**config.mk**
```make
export PLATFORM = sky130hd
export DESIGN_NAME = pipe_ctrl
export DESIGN_NICKNAME = d
export VERILOG_FILES = /design/src/rtl/pipe_ctrl.sv
export SDC_FILE = /design/constraint.sdc
export NUM_CORES = 1
export LEC_CHECK = 0
export CAP_MARGIN = 20
export CORE_UTILIZATION = 40
export DETAILED_ROUTE_END_ITERATION = 6
export HOLD_SLACK_MARGIN = 0.12
export PLACE_DENSITY = 0.85
export SLEW_MARGIN = 20
export SYNTH_ARGS = -nofsm -noshare
export SYNTH_HDL_FRONTEND = slang
export SYNTH_SLANG_ARGS = --single-unit
```
**constraint.sdc**
```tcl
create_clock -name clk -period 2.4 [get_ports clk]
set_input_delay 0.6 -clock clk [delete_from_list [all_inputs] [get_ports clk]]
set_output_delay 0.6 -clock clk [all_outputs]
set_load 0.01 [all_outputs]
```
**src/rtl/pipe_ctrl.sv**
```systemverilog
// ---------------------------------------------------------------------------
// pipe_ctrl -- hazard / stall / flush controller for a short in-order pipeline
// (IF/D -> EXM -> WB) with a synchronous instruction BRAM and slow memory
// accesses that complete on an acknowledge.
//
// Optional feature macro: PIPE_CTRL_PERF_EN
//   When defined, two free-running 32-bit performance counters are added
//   (stall_cycles, flush_cycles). When undefined they do not exist at all.
//
// Ports:
//   clk            in   1   sole clock, rising edge
//   rst_n          in   1   asynchronous active-low reset
//   exm_valid      in   1   EXM stage holds a real instruction
//   exm_rs1/rs2    in   5   EXM source register indices
//   exm_mem_req    in   1   EXM instruction needs a slow (acked) access
//   mem_ack        in   1   slow access completes this cycle
//   exm_redirect   in   1   EXM branch taken / jump
//   wb_valid       in   1   WB stage holds a real instruction
//   wb_RegWen      in   1   WB instruction writes the register file
//   wb_rd          in   5   WB destination register
//   if_stall       out  1   hold PC and IF/D register
//   exm_stall      out  1   hold the EXM instruction
//   fd_flush       out  1   replace IF/D instruction with a NOP
//   exm_wb_bubble  out  1   load a NOP into EXM/WB
//   fwd_a/fwd_b    out  1   EXM operand A/B takes the WB writeback value
//   mem_timeout    out  1   sticky: a slow access was abandoned
//   state          out  2   FSM state (debug)
//   stall_cycles   out  32  (PIPE_CTRL_PERF_EN) cycles with if_stall=1
//   flush_cycles   out  32  (PIPE_CTRL_PERF_EN) cycles with fd_flush=1
// ---------------------------------------------------------------------------
module pipe_ctrl (
  input  logic        clk,
  input  logic        rst_n,
  input  logic        exm_valid,
  input  logic [4:0]  exm_rs1,
  input  logic [4:0]  exm_rs2,
  input  logic        exm_mem_req,
  input  logic        mem_ack,
  input  logic        exm_redirect,
  input  logic        wb_valid,
  input  logic        wb_RegWen,
  input  logic [4:0]  wb_rd,
  output logic        if_stall,
  output logic        exm_stall,
  output logic        fd_flush,
  output logic        exm_wb_bubble,
  output logic        fwd_a,
  output logic        fwd_b,
  output logic        mem_timeout,
  output logic [1:0]  state
`ifdef PIPE_CTRL_PERF_EN
  ,
  output logic [31:0] stall_cycles,
  output logic [31:0] flush_cycles
`endif
);

  localparam logic [1:0] RUN      = 2'b00;
  localparam logic [1:0] MEM_WAIT = 2'b01;
  localparam logic [1:0] REDIRECT = 2'b10;

  localparam logic [7:0] WAIT_LIMIT = 8'd255;

  logic [1:0] r_state;
  logic [7:0] r_waitCount;
  logic       r_memTimeout;

  logic [1:0] w_nextState;
  logic       w_stall;
  logic       w_flush;
  logic       w_timeoutHit;

  // Next-state and raw stall/flush decode. A memory request wins over a
  // simultaneous redirect; the redirect is then taken on the ack cycle, and
  // that ack cycle already flushes IF/D so two slots are flushed as in the
  // plain RUN redirect path. Hitting the wait limit abandons the access.
  always_comb begin
    w_nextState  = RUN;
    w_stall      = 1'b0;
    w_flush      = 1'b0;
    w_timeoutHit = 1'b0;
    case (r_state)
      RUN: begin
        if (exm_valid && exm_mem_req && !mem_ack) begin
          w_stall     = 1'b1;
          w_nextState = MEM_WAIT;
        end else if (exm_valid && exm_redirect) begin
          w_flush     = 1'b1;
          w_nextState = REDIRECT;
        end
      end
      MEM_WAIT: begin
        if (mem_ack) begin
          if (exm_redirect) begin
            w_flush     = 1'b1;
            w_nextState = REDIRECT;
          end
        end else if (r_waitCount == WAIT_LIMIT) begin
          w_timeoutHit = 1'b1;
        end else begin
          w_stall     = 1'b1;
          w_nextState = MEM_WAIT;
        end
      end
      REDIRECT: begin
        // EXM holds a flushed NOP here, so any redirect request is ignored.
        w_flush = 1'b1;
      end
      default: begin
        w_nextState = RUN;
      end
    endcase
  end

  // Control outputs are forced low while reset is asserted so they drop
  // immediately, without waiting for the state register to be clocked.
  assign if_stall      = rst_n & w_stall;
  assign exm_stall     = rst_n & w_stall;
  assign exm_wb_bubble = rst_n & w_stall;
  assign fd_flush      = rst_n & w_flush;

  // Forwarding from WB into EXM; register x0 is never forwarded.
  assign fwd_a = wb_valid & wb_RegWen & (wb_rd != 5'd0) & (wb_rd == exm_rs1);
  assign fwd_b = wb_valid & wb_RegWen & (wb_rd != 5'd0) & (wb_rd == exm_rs2);

  assign mem_timeout = r_memTimeout;
  assign state       = r_state;

  // State register, wait counter and sticky timeout flag. The counter only
  // advances on stalled MEM_WAIT cycles and sits at zero everywhere else,
  // which makes it zero on every entry into MEM_WAIT.
  always_ff @(posedge clk or negedge rst_n) begin
    if (!rst_n) begin
      r_state      <= RUN;
      r_waitCount  <= 8'd0;
      r_memTimeout <= 1'b0;
    end else begin
      r_state <= w_nextState;
      if ((r_state == MEM_WAIT) && w_stall) begin
        r_waitCount <= r_waitCount + 8'd1;
      end else begin
        r_waitCount <= 8'd0;
      end
      if (w_timeoutHit) begin
        r_memTimeout <= 1'b1;
      end
    end
  end

`ifdef PIPE_CTRL_PERF_EN
  logic [31:0] r_stallCycles;
  logic [31:0] r_flushCycles;

  // Performance counters; they wrap naturally at 2^32.
  always_ff @(posedge clk or negedge rst_n) begin
    if (!rst_n) begin
      r_stallCycles <= 32'd0;
      r_flushCycles <= 32'd0;
    end else begin
      if (if_stall) begin
        r_stallCycles <= r_stallCycles + 32'd1;
      end
      if (fd_flush) begin
        r_flushCycles <= r_flushCycles + 32'd1;
      end
    end
  end

  assign stall_cycles = r_stallCycles;
  assign flush_cycles = r_flushCycles;
`endif

endmodule

```
==> results of run 1 <==
==> registers in the layout, indices dropped and copies added (netlist names) <==
signal / flops
state: 2
r_waitCount: 8
mem_timeout: 1
==> how the worst max path moves through the flow <==
stage,startpoint,endpoint,slack (ns),depth (start not counted)
6_report,mem_ack,if_stall,0.08,5
5_1_grt,exm_mem_req,fd_flush,0.005,5
4_1_cts,exm_mem_req,fd_flush,0.01,5
3_5_place_dp,mem_ack,exm_wb_bubble,-0.60,5
3_3_place_gp,mem_ack,if_stall,-0.57,5
2_1_floorplan,mem_ack,exm_wb_bubble,0.06,5
==> cell type report <==
cell class                      count  area (um^2)  share of cell area (%)
Clock buffer                        4         26.3                    2.36
Inverter                            2         7.51                   0.673
Multi-Input combinational cell     58          412                    36.9
Sequential cell                    11          275                    24.7
Tap cell                           25         31.3                    2.81
Timing Repair Buffer               44          363                    32.5
==> critical path, stage by stage <==
cell	delay [ns]
sky130_fd_sc_hd__clkdlybuf4s15_1	0.18
sky130_fd_sc_hd__or3b_4	0.40
sky130_fd_sc_hd__a41o_4	0.25
sky130_fd_sc_hd__a21boi_2	0.14
sky130_fd_sc_hd__buf_2	0.15
==> per-stage QoR <==
step	std cells	TNS, ns	instance area, um^2	power, W
global placement	140	-3.03	1130	0.000309
finish	144	0	1110	0.000422
CTS	145	0	1130	0.000429
detailed placement	140	-3.22	1130	0.000314
global route	144	0	1110	0.000442
floorplan	76	0	727	0.000236
==> logic make-up (layout without fill, tap and decap cells) <==
family	Yosys count	after routing	share of synthesized area, %
simple gates	30	30	23.1
compound gates	14	14	15.8
xor+xnor	13	13	15.7
flops	11	11	37.9
buf+inv	7	50	5.85
fa+ha+maj	1	1	1.72
==> power breakdown <==
part           internal [W]  switching [W]  total, W
Combinational     0.0000681      0.0000434  0.000111
Clock             0.0000642      0.0000544  0.000119
Sequential         0.000189     0.00000266  0.000192
==> what timing repair did <==
item | 4_1_cts | 5_1_grt
hold endpoints to repair | 0 | 0
resized for setup | 40 | 3
setup buffers | 1 | 0
pin swaps | 4 | 3
endpoints found under the setup margin | 6 | 5
cloned | 0 | 0
==> metal layers <==
layer / vias up / wire length [um] / global-route usage [%]
li1: 359 / - / -
met1: 348 / 605 / 15.6
met2: 43 / 1050 / 45.3
met3: 4 / 224 / 5.71
met4: 0 / 28 / 7.27
met5: - / 0 / 0
==> Yosys cell counts <==
| cell | instances | area [um^2] |
|---|---|---|
| sky130_fd_sc_hd__o21ai_0 | 1 | 5.00 |
| sky130_fd_sc_hd__buf_4 | 2 | 15.0 |
| sky130_fd_sc_hd__a21boi_0 | 1 | 7.51 |
| sky130_fd_sc_hd__xor2_1 | 5 | 43.8 |
| sky130_fd_sc_hd__a21oi_1 | 4 | 20.0 |
| sky130_fd_sc_hd__and4_1 | 1 | 8.76 |
| sky130_fd_sc_hd__nor2_2 | 2 | 12.5 |
| sky130_fd_sc_hd__buf_2 | 1 | 5.00 |
| sky130_fd_sc_hd__nand4_1 | 3 | 18.8 |
| sky130_fd_sc_hd__and4bb_2 | 1 | 12.5 |
| sky130_fd_sc_hd__nand3_1 | 7 | 35.0 |
| sky130_fd_sc_hd__and3_1 | 1 | 6.26 |
| sky130_fd_sc_hd__or3b_1 | 1 | 8.76 |
| sky130_fd_sc_hd__or3_1 | 1 | 6.26 |
| sky130_fd_sc_hd__o21ba_2 | 1 | 10.0 |
| sky130_fd_sc_hd__nor4_1 | 2 | 12.5 |
| sky130_fd_sc_hd__a41o_4 | 1 | 21.3 |
| sky130_fd_sc_hd__buf_6 | 1 | 11.3 |
| sky130_fd_sc_hd__o21bai_1 | 1 | 7.51 |
| sky130_fd_sc_hd__or4_1 | 1 | 7.51 |
| sky130_fd_sc_hd__ha_1 | 1 | 12.5 |
| sky130_fd_sc_hd__a31oi_1 | 1 | 6.26 |
| sky130_fd_sc_hd__dfrtp_1 | 11 | 275 |
| sky130_fd_sc_hd__o211a_1 | 1 | 10.0 |
| sky130_fd_sc_hd__a21boi_2 | 1 | 11.3 |
| sky130_fd_sc_hd__inv_1 | 2 | 7.51 |
| sky130_fd_sc_hd__xnor2_1 | 8 | 70.1 |
| sky130_fd_sc_hd__clkbuf_1 | 1 | 3.75 |
| sky130_fd_sc_hd__nor3_1 | 1 | 5.00 |
| sky130_fd_sc_hd__nand2_1 | 4 | 15.0 |
| sky130_fd_sc_hd__o211ai_1 | 1 | 7.51 |
| sky130_fd_sc_hd__a311oi_1 | 1 | 8.76 |
| sky130_fd_sc_hd__nor2_1 | 5 | 18.8 |
==> impl_results.rst, run 1 <==
.. list-table::
   :header-rows: 1

   * - Metric
     - Value
   * - Hpwl dp
     - 1620 um
   * - Final Slew Violations
     - 0
   * - Number of warnings issued by yosys
     - 0
   * - Kind of start point of the critical path
     - input pin
   * - Total of buffers placed on input and output ports
     - 31
   * - CTS clock-pin slew for the worst setup and hold paths
     - 0.06 ns
   * - GRT Residual Overflow
     - 0
   * - Number of CTS-inserted buffers
     - 3
   * - Number of top-level design ports
     - 32
   * - Average instance area after synthesis
     - 9.57 um^2
   * - Fin crit share
     - 96.8%
   * - Filler cell count in the final layout
     - 146
   * - Initial antenna violation count
     - 0
   * - Clk sinks
     - 11
   * - Synth Register Bits
     - 11
   * - Sequential cell area fraction in the yosys report
     - 37.9%
   * - Total number of placement rows
     - 15
   * - Class of the most critical setup path
     - input pin to output pin
   * - Minimum period implied by the final worst setup slack
     - 2.32 ns
   * - Number of distinct library cell variants in the gate-level netlist after synthesis
     - 33
   * - Die area
     - 1990 um^2
   * - Clock root buffer master
     - sky130_fd_sc_hd__clkbuf_4
   * - R2R depth
     - 5
   * - Worst Hold Margin
     - 0.481 ns
   * - Number of nets produced by synthesis
     - 100
   * - TritonCTS clock tree
     - built
   * - Clock latency reported for the late side of the worst-skew pair
     - 0.26 ns
   * - Required @ worst endpoint
     - 1.80 ns
   * - Total number of vias
     - 754
   * - Initial cell density of the core
     - 42.6%
   * - Maximum operating frequency
     - 0.430 GHz
   * - Commonest cells after routing, fill and taps aside
     - sky130_fd_sc_hd__clkdlybuf4s50_1, sky130_fd_sc_hd__buf_4, sky130_fd_sc_hd__dfrtp_1, sky130_fd_sc_hd__xnor2_1, sky130_fd_sc_hd__buf_2
   * - TritonRoute pass-1 iters
     - 4
   * - Antenna diodes
     - 0
   * - Die Width
     - 44.6 um
   * - Status
     - complete, no violations
   * - Die Ht
     - 44.6 um
   * - Reg-to-reg endpoint
     - r_waitCount[6]
   * - Minimum setup slack in the final design
     - approximately 0.076 ns
   * - H-tree depth
     - 1
   * - Hold path startpoint
     - r_waitCount[0]
   * - Layout net count
     - 144
   * - FF-to-FF setup slack
     - 1.06 ns
   * - Worst slack at placement
     - -0.600 ns
   * - Max Cap Violations
     - 0
   * - Area of the core
     - 1710 um^2
   * - Maximum clock skew at final layout
     - 0.000658 ns
   * - Post-Synthesis Cells
     - 76
   * - Global-route wire length before repair
     - 2880 um
   * - Final weighted congestion of routability-driven global placement
     - around 0.84
   * - Peak supply drop
     - 0.335 mV
   * - RSZ-0062 raised after global routing
     - no
   * - Maximum fanout count along the critical path
     - 3
   * - Worst slew pin tran
     - 0.319 ns
   * - Final setup violation count
     - 0
   * - Total routing resource utilization after global routing
     - about a fifth
   * - Post-Route WL
     - 1910 um
   * - Final core utilization
     - 65.3%
   * - Leakage
     - approximately 0.49 nW
   * - Count of nets left with antenna violations after detail routing
     - 0
   * - Clk buf depth
     - 2
   * - Hold bufs inserted after CTS
     - 0
   * - Leading cell type in the layout, fill and taps excluded
     - sky130_fd_sc_hd__clkdlybuf4s50_1
   * - Netlist Area Pre-Place
     - 727 um^2
   * - WHS Path Cells
     - 1
   * - Vias in the first global route
     - 764
   * - End of the worst hold path
     - r_waitCount[0]
   * - Detailed Route Iter0 Violations
     - 11
   * - Kind of end point of the critical path
     - output pin
   * - Area growth syn-to-layout
     - 53.4%
   * - Reg-to-Reg Start
     - r_waitCount[0]
   * - Pin count of the biggest net entering global routing
     - 10
   * - Crit path DAT
     - roughly 1.7 ns
   * - Fraction of final layout cells with drive strength greater than 1
     - 27.7%
   * - Wire length per cell
     - ~13 um
   * - Areal power density over the cells
     - around 380 nW/um^2
   * - Worst Hold Class
     - flop to flop
   * - Worst slew margin
     - 78.7%
   * - Count of final hold-check violations
     - 0
   * - Vias per cell
     - 5.24
   * - Count of unresolved DRC violations after routing
     - 0
(Power assumes the default switching activity.)
==> run 2: changes to the inputs <==
- SKIP_CTS_REPAIR_TIMING: unset -> 1
==> run 2 against run 1 <==
Effect of this change: power is 2.2% higher; global-route usage increased by 0.085 points; sequential share of layout area shrank 1.1 points; sequential power is essentially flat; hold slack about the same; combinational power rose by 7%; cell count is the same; fmax is 1.9% lower; first-iteration DRC count grew 27%; non-clock buffer count is the same; clock skew up 0.0018 ns; clock-buffer cell count unchanged; largest cell class unchanged; highest routed layer unchanged.
==> impl_results.rst, run 2 (synthesized netlist as in run 1, its figures left out) <==
.. list-table::
   :header-rows: 1

   * - Metric
     - Value
   * - Fraction of final layout cells with drive strength greater than 1
     - 25.2% (-2.5 points)
   * - Peak supply drop
     - 0.336 mV (+0.47%)
   * - Leading cell type in the layout, fill and taps excluded
     - sky130_fd_sc_hd__clkdlybuf4s50_1
   * - Wire length per cell
     - 14.0 um (+5.9%)
   * - Total of buffers placed on input and output ports
     - 31 (unchanged)
   * - Kind of start point of the critical path
     - input pin
   * - Status
     - complete, no violations
   * - Initial cell density of the core
     - 42.6% (unchanged)
   * - Areal power density over the cells
     - 369 nW/um^2 (-2.5%)
   * - Final weighted congestion of routability-driven global placement
     - 0.838 (unchanged)
   * - Die Width
     - 44.6 um (unchanged)
   * - Clk sinks
     - 11 (unchanged)
   * - Final setup violation count
     - 0 (unchanged)
   * - Top routing layer in use
     - met4
   * - Final Slew Violations
     - 0 (unchanged)
   * - Fin crit share
     - 98.7% (+1.9 points)
   * - Share of power burned in registers
     - 44.5% (-0.9 points)
   * - Clk buf depth
     - 2 (unchanged)
   * - Required @ worst endpoint
     - 1.80 ns (about the same)
   * - Count of unresolved DRC violations after routing
     - 0 (unchanged)
   * - Launching element of the worst setup path
     - wb_rd[1]
   * - Layout net count
     - 144 (unchanged)
   * - Net Sw Power
     - 0.000105 W (+4.3%)
   * - TritonCTS clock tree
     - built
   * - Storage element area
     - 275 um^2 (unchanged)
   * - Maximum clock skew at final layout
     - 0.00250 ns (+0.00184 ns)
   * - Placed Instance Area
     - 1130 um^2 (unchanged)
   * - Max Cap Violations
     - 0 (unchanged)
   * - Worst slew pin tran
     - 0.324 ns (+0.00442 ns)
   * - Comb power frac
     - 27.7% (+1.3 points)
   * - Number of flip-flops in the largest register
     - 8 (unchanged)
   * - Area growth syn-to-layout
     - 60.8%
   * - Post-Route WL
     - 2020 um (+5.9%)
   * - Die area
     - 1990 um^2 (unchanged)
   * - Number of CTS-inserted buffers
     - 3 (unchanged)
   * - Kind of end point of the critical path
     - output pin
   * - Count of nets left with antenna violations after detail routing
     - 0 (unchanged)
   * - Design Area, Final
     - 1170 um^2 (+4.8%)
   * - Switching portion of total power
     - 24.3% (+0.49 points)
   * - Setup crit end
     - fwd_a
   * - Antenna diodes
     - 0 (unchanged)
   * - Maximum fanout count along the critical path
     - 2 (-1)
   * - Leakage
     - 0.553 nW (+14%)
   * - Fin cells
     - 144 (unchanged)
   * - Class of the most critical setup path
     - input pin to output pin
   * - Filler cell count in the final layout
     - 139 (-4.8%)
   * - Worst Hold Class
     - flop to flop
   * - Number of top-level design ports
     - 32 (unchanged)
   * - GRT Residual Overflow
     - 0 (unchanged)
   * - Global-route wire length before repair
     - 2890 um (+0.49%)
   * - Wire length on met2
     - 1120 um (+6.5%)
   * - Reg-to-Reg Start
     - state[1]
   * - Area of the core
     - 1710 um^2 (unchanged)
   * - Hpwl dp
     - 1620 um (unchanged)
   * - Detailed Route Iter0 Violations
     - 14 (+3)
   * - Final core utilization
     - 68.4% (+3.2 points)
   * - Setup TNS
     - 0 ns (unchanged)
   * - Sum of routed wire segments on met1
     - 621 um (+2.6%)
   * - Clock root buffer master
     - sky130_fd_sc_hd__clkbuf_4
   * - Die Ht
     - 44.6 um (unchanged)
   * - Pin count of the biggest net entering global routing
     - 10 (unchanged)
   * - Reg-to-reg endpoint
     - r_waitCount[0]
   * - Count of final hold-check violations
     - 0 (unchanged)
   * - Total number of placement rows
     - 15 (unchanged)
   * - Vias in the first global route
     - 770 (+0.79%)
   * - Multi-input gate area
     - 423 um^2 (+2.7%)
   * - Vias per cell
     - 5.22 (-0.40%)
   * - Share of total power in the clock network
     - 27.9% (-0.2 points)
   * - Wire length on met3
     - 221 um (-1.3%)
   * - Total routing resource utilization after global routing
     - 20.6% (+0.085 points)
   * - H-tree depth
     - 1 (unchanged)
   * - Most flops, register
     - r_waitCount
   * - Clock latency reported for the late side of the worst-skew pair
     - 0.26 ns (about the same)
   * - Commonest cells after routing, fill and taps aside
     - sky130_fd_sc_hd__clkdlybuf4s50_1, sky130_fd_sc_hd__buf_4, sky130_fd_sc_hd__dfrtp_1, sky130_fd_sc_hd__xnor2_1, sky130_fd_sc_hd__nand3_1
   * - Worst Hold Margin
     - 0.481 ns (-0.000208 ns)
   * - Instance count after placement with tap cells included
     - 140 (unchanged)
   * - Crit path DAT
     - 1.77 ns (+0.05 ns)
   * - Int Power
     - 0.000326 W (+1.5%)
   * - TritonRoute pass-1 iters
     - 4 (unchanged)
   * - Maximum operating frequency
     - 0.422 GHz (-1.9%)
   * - Total number of vias
     - 751 (-0.40%)
   * - FF-to-FF setup slack
     - 1.04 ns (-0.02 ns)
   * - Minimum period implied by the final worst setup slack
     - 2.37 ns (+0.0458 ns)
   * - Initial antenna violation count
     - 0 (unchanged)
   * - CTS clock-pin slew for the worst setup and hold paths
     - 0.06 ns (about the same)
   * - Worst slew margin
     - 78.4% (-0.29 points)
   * - R2R depth
     - 4 (-1)
==> run 2: critical path, stage by stage <==
cell	delay, ns
sky130_fd_sc_hd__dlymetal6s2s_1	0.14
sky130_fd_sc_hd__or4_4	0.51
sky130_fd_sc_hd__o211ai_1	0.25
sky130_fd_sc_hd__nor4_1	0.09
sky130_fd_sc_hd__dlymetal6s2s_1	0.18
==> run 2: per-layer routing <==
layer  track usage [%]  up-vias
li1                  -      361
met5                 0        -
met2              45.6       41
met4              7.27        0
met3              5.71        6
met1              15.6      343
==> run 2: power groups by stage <==
stage	Combinational [W]	Sequential [W]	Clock, W
finish	0.000119	0.000192	0.000120
global route	0.000127	0.000192	0.000131
CTS	0.000120	0.000191	0.000123
detailed placement	0.000119	0.000195	0
global placement	0.000114	0.000195	0
floorplan	0.0000386	0.000197	0
==> run 2: area by class of cell <==
| cell class | count | area share [%] |
|---|---|---|
| clock buffer | 4 | 2.25 |
| inverter | 2 | 0.642 |
| multi-input combinational | 58 | 36.2 |
| sequential | 11 | 23.6 |
| tap | 25 | 2.68 |
| timing repair buffer | 44 | 34.7 |
==> run 2: how the worst min path moves through the flow <==
stage,start,end,slack [ns],cells past startpoint
after global routing,r_waitCount[0],r_waitCount[0],0.50,1
after CTS,r_waitCount[0],r_waitCount[0],0.48,1
after global placement,mem_timeout,mem_timeout,0.46,1
after floorplan,rst_n,mem_timeout,0.30,0
after detailed placement,mem_timeout,mem_timeout,0.47,1
final,r_waitCount[0],r_waitCount[0],0.48,1
==> run 2: stage by stage <==
stage               setup slack [ns]  total power (W)
floorplan                     0.0623         0.000236
global placement              -0.570         0.000309
detailed placement            -0.600         0.000314
CTS                           -0.598         0.000434
global route                -0.00551         0.000449
finish                        0.0303         0.000431
